--- config.mk ---
export PLATFORM = sky130hd
export DESIGN_NAME = mem_port_arbiter
export DESIGN_NICKNAME = d
export VERILOG_FILES = /design/src/rtl/mem_port_arbiter_pkg.sv /design/src/rtl/mem_port_arbiter_rr_arb2.sv /design/src/rtl/mem_port_arbiter.sv
export SDC_FILE = /design/constraint.sdc
export NUM_CORES = 1
export LEC_CHECK = 0
export ABC_AREA = 1
export BUFFER_PORTS_ARGS = -buffer_cell sky130_fd_sc_hd__buf_4
export CAP_MARGIN = 20
export CORE_ASPECT_RATIO = 2
export CORE_MARGIN = 2
export CORE_UTILIZATION = 42
export CTS_CLUSTER_SIZE = 14
export DETAILED_ROUTE_END_ITERATION = 16
export PLACE_DENSITY = 0.74
export SLEW_MARGIN = 25
export SYNTH_ARGS = -nofsm -noshare
export SYNTH_HDL_FRONTEND = slang
export SYNTH_SLANG_ARGS = --single-unit
--- constraint.sdc ---
create_clock -name clk -period 1.35 [get_ports clk]
set_input_delay 0.27 -clock clk [delete_from_list [all_inputs] [get_ports clk]]
set_output_delay 0.27 -clock clk [all_outputs]
set_load 0.02 [all_outputs]
--- src/rtl/mem_port_arbiter_pkg.sv ---
// mem_port_arbiter_pkg: shared constants for the CPU memory-port arbiter.
//   - FSM state encodings (binary, 2 bits)
//   - grant identifiers (IF = fetch, D = data path)
//   - default address/data widths
package mem_port_arbiter_pkg;

  localparam int DEF_ADDR_W = 32;
  localparam int DEF_DATA_W = 32;

  localparam logic [1:0] ST_IDLE   = 2'd0;
  localparam logic [1:0] ST_ACCESS = 2'd1;
  localparam logic [1:0] ST_ACK    = 2'd2;

  // gnt vector bit index doubles as the grant id: bit 0 = IF, bit 1 = D
  localparam logic GRANT_IF = 1'b0;
  localparam logic GRANT_D  = 1'b1;

endpackage

--- src/rtl/mem_port_arbiter_rr_arb2.sv ---
// rr_arb2: combinational 2-way round-robin picker.
//   req[1:0]   - request vector (bit 0 = IF, bit 1 = D)
//   last_grant - id of the previous winner
//   gnt[1:0]   - one-hot grant, zero when nothing is requested
// On contention the requester that did not win last time is picked.
module rr_arb2
  import mem_port_arbiter_pkg::*;
(
  input  logic [1:0] req,
  input  logic       last_grant,
  output logic [1:0] gnt
);

  always_comb begin
    gnt = 2'b00;
    case (req)
      2'b01:   gnt = 2'b01;
      2'b10:   gnt = 2'b10;
      2'b11:   gnt = (last_grant == GRANT_IF) ? 2'b10 : 2'b01;
      default: gnt = 2'b00;
    endcase
  end

endmodule

--- src/rtl/mem_port_arbiter.sv ---
// mem_port_arbiter: shares the single CPU memory port between instruction
// fetch (IF) and the data path (loads/stores). IDLE -> ACCESS -> ACK FSM,
// round-robin on contention, one-cycle ack, sticky timeout on a hung memory.
//
// Ports:
//   clk, rst_n              clock, synchronous active-low reset
//   if_req/if_addr          fetch request; if_rdata/if_ack response
//   d_req/d_we/d_addr/
//   d_wdata                 data request; d_rdata/d_ack response
//   mem_valid/mem_we/
//   mem_addr/mem_wdata      memory request (registered, stable in ACCESS)
//   mem_ready/mem_rdata     memory completion
//   busy                    FSM not in IDLE
//   timeout_err             sticky, cleared only by reset
//
// Optional build macro ARB_STATS_EN adds 16-bit saturating grant counters
// if_grant_cnt / d_grant_cnt.
module mem_port_arbiter
  import mem_port_arbiter_pkg::*;
#(
  parameter int ADDR_W  = DEF_ADDR_W,
  parameter int DATA_W  = DEF_DATA_W,
  parameter int TIMEOUT = 255
) (
  input  logic              clk,
  input  logic              rst_n,
  input  logic              if_req,
  input  logic [ADDR_W-1:0] if_addr,
  output logic [DATA_W-1:0] if_rdata,
  output logic              if_ack,
  input  logic              d_req,
  input  logic              d_we,
  input  logic [ADDR_W-1:0] d_addr,
  input  logic [DATA_W-1:0] d_wdata,
  output logic [DATA_W-1:0] d_rdata,
  output logic              d_ack,
  output logic              mem_valid,
  output logic              mem_we,
  output logic [ADDR_W-1:0] mem_addr,
  output logic [DATA_W-1:0] mem_wdata,
  input  logic              mem_ready,
  input  logic [DATA_W-1:0] mem_rdata,
`ifdef ARB_STATS_EN
  output logic [15:0]       if_grant_cnt,
  output logic [15:0]       d_grant_cnt,
`endif
  output logic              busy,
  output logic              timeout_err
);

  // Abort when the cycle that would make the wait count reach TIMEOUT
  // still has no mem_ready, i.e. after exactly TIMEOUT ACCESS cycles.
  localparam logic [7:0] TMO_LAST = 8'(TIMEOUT - 1);

  logic [1:0]        state;
  logic              last_grant;
  logic              cur_grant;
  logic [7:0]        tmo_cnt;
  logic [1:0]        gnt;
  logic              done;
  logic [DATA_W-1:0] rd_val;

  rr_arb2 u_rr (
    .req        ({d_req, if_req}),
    .last_grant (last_grant),
    .gnt        (gnt)
  );

  assign busy = (state != ST_IDLE);
  assign done = mem_ready || (tmo_cnt == TMO_LAST);

  // Writes and aborted accesses return zero
  always_comb begin
    rd_val = '0;
    if (mem_ready && !mem_we) rd_val = mem_rdata;
  end

  always_ff @(posedge clk) begin
    if (!rst_n) begin
      state       <= ST_IDLE;
      last_grant  <= GRANT_IF;
      cur_grant   <= GRANT_IF;
      tmo_cnt     <= '0;
      mem_valid   <= 1'b0;
      mem_we      <= 1'b0;
      mem_addr    <= '0;
      mem_wdata   <= '0;
      if_rdata    <= '0;
      d_rdata     <= '0;
      if_ack      <= 1'b0;
      d_ack       <= 1'b0;
      timeout_err <= 1'b0;
    end else begin
      if_ack <= 1'b0;
      d_ack  <= 1'b0;
      case (state)
        ST_IDLE: begin
          if (|gnt) begin
            cur_grant  <= gnt[1] ? GRANT_D : GRANT_IF;
            last_grant <= gnt[1] ? GRANT_D : GRANT_IF;
            mem_valid  <= 1'b1;
            mem_we     <= gnt[1] & d_we;
            mem_addr   <= gnt[1] ? d_addr : if_addr;
            mem_wdata  <= gnt[1] ? d_wdata : '0;
            tmo_cnt    <= '0;
            state      <= ST_ACCESS;
          end
        end
        ST_ACCESS: begin
          if (done) begin
            if (cur_grant == GRANT_D) begin
              d_rdata <= rd_val;
              d_ack   <= 1'b1;
            end else begin
              if_rdata <= rd_val;
              if_ack   <= 1'b1;
            end
            if (!mem_ready) timeout_err <= 1'b1;
            mem_valid <= 1'b0;
            mem_we    <= 1'b0;
            state     <= ST_ACK;
          end else begin
            tmo_cnt <= tmo_cnt + 8'd1;
          end
        end
        ST_ACK: begin
          tmo_cnt <= '0;
          state   <= ST_IDLE;
        end
        default: state <= ST_IDLE;
      endcase
    end
  end

`ifdef ARB_STATS_EN
  always_ff @(posedge clk) begin
    if (!rst_n) begin
      if_grant_cnt <= '0;
      d_grant_cnt  <= '0;
    end else if (state == ST_IDLE) begin
      if (gnt[0] && if_grant_cnt != 16'hFFFF) if_grant_cnt <= if_grant_cnt + 16'd1;
      if (gnt[1] && d_grant_cnt  != 16'hFFFF) d_grant_cnt  <= d_grant_cnt  + 16'd1;
    end
  end
`endif

endmodule

Word level (Yosys, flattened, before mapping)
Cells that the tools add are included.
{"block": "word_totals", "ff_bits": 144, "latchBits": 0, "ram_bits": 0, "mem_bits_ro": 0, "inputBits": 134, "out_inout_bits": 134, "word_cells": 60, "mem_count": 0}
{"block": "op_classes", "n_addsub": 1, "mul": 0, "n_div": 0, "order_cmp": 0, "n_eq_ne": 9, "shift": 0, "n_mux": 19, "bitwise": 3, "n_reduce_logical": 16}
{"cell": "$mux 32", "count": 3}
{"cell": "$pmux 8 s3", "count": 1}
{"cell": "$reduce_and 3->1", "count": 6}
{"cell": "$mux 8", "count": 2}
{"cell": "$add 8x1->8 const B", "count": 1}
{"cell": "$eq 8x8->1 const B", "count": 1}
{"cell": "$eq 2x2->1 const B", "count": 3}
{"cell": "$mux 1", "count": 6}
{"cell": "$mux 2", "count": 3}
{"cell": "$ne 2x2->1 const B", "count": 3}
{"cell": "$pmux 2 s3", "count": 1}
{"cell": "$eq 2x1->1 const B", "count": 2}
{"cell": "$pmux 1 s2", "count": 2}
{"cell": "$pmux 2 s2", "count": 1}
{"cell": "$reduce_and 2->1", "count": 2}
{"cell": "$reduce_bool 2->1", "count": 2}
{"cell": "$reduce_bool 3->1", "count": 1}
{"cell": "$logic_not 2->1", "count": 1}
{"cell": "$not 1->1", "count": 2}
{"cell": "$reduce_or 2->1", "count": 1}
{"cell": "$and 1x1->1", "count": 1}
{"cell": "$logic_and 1x1->1", "count": 1}
{"cell": "$logic_not 1->1", "count": 1}
{"cell": "$logic_or 1x1->1", "count": 1}

Depth between registers and ports, before layout
{"block": "depth", "word_depth": 5, "mapped_depth": 11, "mapped_depth_nobuf": 11}

Hierarchy
From an unflattened synthesis, not the netlist that was laid out.
{"block": "unflattened", "hier_cells": 799, "hier_area_um2": 5919.4}
{"module": "mem_port_arbiter", "n_inst": 1, "cells_per_inst": 794, "area_each_um2": 5899.4, "seq_area_each_um2": 2882.8}
{"module": "rr_arb2", "n_inst": 1, "cells_per_inst": 5, "area_each_um2": 20.0, "seq_area_each_um2": 0.0}

Least setup slack after synthesis
OpenSTA, ideal clock, no wires.
{"block": "synth_timing", "path_type": "register -> register", "start": "register tmo_cnt[0]", "end": "register d_rdata[3]", "setup_ns": 0.071, "arrival_time_ns": 1.388, "required_time_ns": 1.279, "setup_slack_ns": -0.109, "stages_incl_launch_ff": 11, "path_cell_list": "dfxtp_1 -> inv_1 -> ha_1 -> nand2_1 -> nor2_1 -> nand2_2 -> nand2_4 -> nand3_4 -> clkbuf_1 -> nand2_1 -> a21oi_1"}
{"block": "synth_between", "elab_chain_len": 3}
{"item": "start, declared", "line_no": "mem_port_arbiter.sv:58", "rtl": "logic [7:0] tmo_cnt;"}
{"item": "start signal, assigned", "line_no": "mem_port_arbiter.sv:123", "rtl": "tmo_cnt <= tmo_cnt + 8'd1;"}
{"item": "$eq 8x8->1", "line_no": "mem_port_arbiter.sv:70", "rtl": "assign done = mem_ready || (tmo_cnt == TMO_LAST);"}
{"item": "$logic_or 1x1->1", "line_no": "mem_port_arbiter.sv:70"}
{"item": "$reduce_and 3->1 (no source line)"}
{"item": "end signal, assigned", "line_no": "mem_port_arbiter.sv:112", "rtl": "d_rdata <= rd_val;"}
{"item": "end, declared", "line_no": "mem_port_arbiter.sv:35", "rtl": "output logic [DATA_W-1:0] d_rdata,"}
Every way passes these cells.
A chain may end at the register's enable or synchronous reset.

Worst setup path after layout
{"block": "layout_timing", "start": "register tmo_cnt[0]", "end": "register d_rdata[25]"}
The elaborated chain is that of the path after synthesis.

==> flow_summary.json <==
{
  "status": "finished, violations left",
  "violations": "setup timing",
  "drc": 0,
  "slew_headroom": 0.7612,
  "synth-seq-cells": 144,
  "worst_path_max_delay_cell": "dfxtp_2",
  "final_cell_mix": "buf_4, nand2_1, dfxtp_1",
  "dieArea_sq_um": 14780,
  "period_share": 1.164,
  "die_w_um": 86.97,
  "path_cells": "inv_2 > ha_4 > nand2_4 > nor2_4 > nand2_2 > nand2_4 > nand3_4 > buf_8 > clkinv_8 > nand2_2 > a21oi_2",
  "cp-start-kind": "flop",
  "slowest_delay_ps": 320,
  "cts_root_buffer": "clkbuf_16",
  "htree_levels": 4,
  "routedWlPerCell_um": 16.40,
  "hpwl_um": 12260,
  "drive_gt1_frac": 0.4331,
  "num_rows": 60,
  "grt.busiest_layer": "met2",
  "layout_setup_ws_ps": -221.8,
  "clock_path_buffers": 2,
  "top_level_ports": 268,
  "crit_type": "flop to flop",
  "clock_sinks": 144,
  "dr.pass1.iters": 6,
  "final_core_util": 0.7203,
  "p_per_area_nw_per_um2": 1231,
  "p_leak_nw": 4.551,
  "rsz0062_at_grt": "true",
  "fin_skew_ps": 10.24,
  "hold_viol_final": 0,
  "grt_max_degree": 65,
  "yosysWarnings": 0,
  "met2_usage": 0.4421,
  "ant_nets": 0,
  "required_ps": 1690,
  "finalMaxSlewViolations": 0,
  "layout.cells.non_filler": 1268,
  "critPathMaxFanout": 8,
  "ys_types": 29,
  "yosysSeqAreaShare": 0.4986,
  "power_w": 0.01191,
  "holdCritPathClass": "input pin to flop",
  "cts_tree": "done",
  "portBuffers": 267,
  "yosys.area.top_type": "dfxtp_1",
  "grt_usage": 0.2407,
  "grt_pass1_vias": 5851,
  "use_met3": 0.04559,
  "gr-usage-met1": 0.2451,
  "diodes": 0,
  "clkSlewWorstSetupHoldPaths_ps": 70,
  "synthTopCellsByArea": "dfxtp_1, nand2_1, a21oi_1, a31oi_1, inv_1",
  "gp_congestion": 0.8921,
  "antenna_found_initial": 0,
  "syn_to_final_growth_pct": 67.41,
  "synth_ff_type": "dfxtp_1",
  "insertion_delay_ps": 410,
  "grt_overflow": 0,
  "dp.cells": 1207,
  "die_h_um": 169.9,
  "grt_pass1_wl_um": 27990,
  "syn-instance-count": 800,
  "syn_nets": 936,
  "worst_pin_slew_ps": 357.6,
  "max_freq_mhz": 636.2,
  "cp.arrival_ps": 1910,
  "setup_viol": 134,
  "drt_iter0_drc": 196,
  "avgSynthCellArea_sq_um": 7.227,
  "post-route-min-period_ps": 1572,
  "nNetsFinal": 1236,
  "start_util": 0.4303,
  "via_per_inst": 5.035,
  "irDropWorstVdd_v": 0.0009201,
  "routed_wirelength_um": 20790,
  "mostFrequentLayoutCell": "buf_4",
  "maxCapViolations": 0,
  "synth_top_area_frac": 0.4986,
  "synthArstFlopShare": 0,
  "core_sq_um": 13440,
  "cts_buffers": 17,
  "dr_total_vias": 6384,
  "synth-edff-count": 0,
  "syn_area_sq_um": 5782,
  "worstSetupEndpointType": "flop",
  "fill_cells": 1051
}
through the flow:
stage               setup WS (ps)  area (sq um)  hold WS, ps  TNS [ps]
floorplan                  -9.284          5843        412.8    -348.0
global placement           -89.92          8129        452.0     -4588
detailed placement         -140.6          8129        455.5     -7530
CTS                        -119.9          8929        93.39     -7170
global route               -283.1          9679        97.96    -23520
finish                     -221.8          9679        107.6    -13730
logic make-up after synthesis:
| family | Yosys count | share of synthesized area |
|---|---|---|
| AO/OA/AOI/OAI | 175 | 0.1610 |
| buffers and inverters | 113 | 0.08591 |
| AND/OR/NAND/NOR | 366 | 0.2502 |
| flip-flops | 144 | 0.4986 |
| adder cells (fa/ha/maj) | 2 | 0.004327 |
synthesized netlist by cell type (7+ instances only):
| library cell | n |
|---|---|
| a21oi_1 | 104 |
| a31oi_1 | 34 |
| buf_2 | 14 |
| clkbuf_1 | 21 |
| dfxtp_1 | 144 |
| inv_1 | 54 |
| inv_2 | 7 |
| nand2_1 | 306 |
| nand3_1 | 8 |
| nor2_1 | 39 |
| o21ai_0 | 26 |
| o21ai_1 | 7 |
area by class of cell:
class | instances | area, sq um | share of cell area
sequential | 144 | 2890 | 0.2986
timing repair inverter | 4 | 52.55 | 0.005429
timing repair buffer | 326 | 2835 | 0.2929
clock inverter | 12 | 147.6 | 0.01525
tap | 155 | 193.9 | 0.02004
multi-input combinational | 543 | 2830 | 0.2924
clock buffer | 20 | 456.7 | 0.04718
inverter | 64 | 272.8 | 0.02818
layer usage:
layer / vias up / part of all wire
met5: - / 0
met4: 0 / 0.051
met3: 63 / 0.045
met2: 254 / 0.56
met1: 2905 / 0.34
li1: 3162 / -
flip-flops by register name, indices dropped and copies added, names as in the netlist, 2 cells and up:
| register | count |
|---|---|
| d_rdata | 32 |
| if_rdata | 32 |
| mem_addr | 32 |
| mem_wdata | 32 |
| tmo_cnt | 8 |
| state | 2 |
critical path: cells and delay by family (launching register included):
kind,cells,cell delay (ps)
AOI/OAI and AO/OA,1,150
and+or+nand+nor,6,550
buffers and inverters,3,340
adders and majority gates,1,140
DFF,1,320
power breakdown:
group          leakage (nW)  internal [W]  total [W]  switching, W
clock                 0.291       0.00287    0.00479       0.00192
sequential             1.18       0.00449    0.00464      0.000147
combinational          3.08       0.00116    0.00248       0.00132
path summary, 6_finish.rpt:
path / start / endpoint / slack (ps) / depth (start not counted)
setup / recovery: tmo_cnt[0]$_SDFFE_PN0P_ / d_rdata[25]$_SDFFE_PN0P_ / -220 / 11
hold / removal: d_wdata[10] / mem_wdata[10]$_SDFFE_PN0P_ / 110 / 3
setup reg to reg: tmo_cnt[0]$_SDFFE_PN0P_ / d_rdata[25]$_SDFFE_PN0P_ / -220 / 11
hold reg to reg: if_rdata[14]$_SDFFE_PN0P_ / if_rdata[14]$_SDFFE_PN0P_ / 460 / 2
repair_timing:
| action | in CTS | in global routing |
|---|---|---|
| buffers inserted | 6 | 4 |
| pin swaps | 3 | 20 |
| cloned | 3 | 17 |
| hold buffers | 0 | 0 |
| endpoints found under the setup margin | 73 | 144 |
| resized for setup | 51 | 122 |
Note: power is estimated with default switching activity, not from simulation.
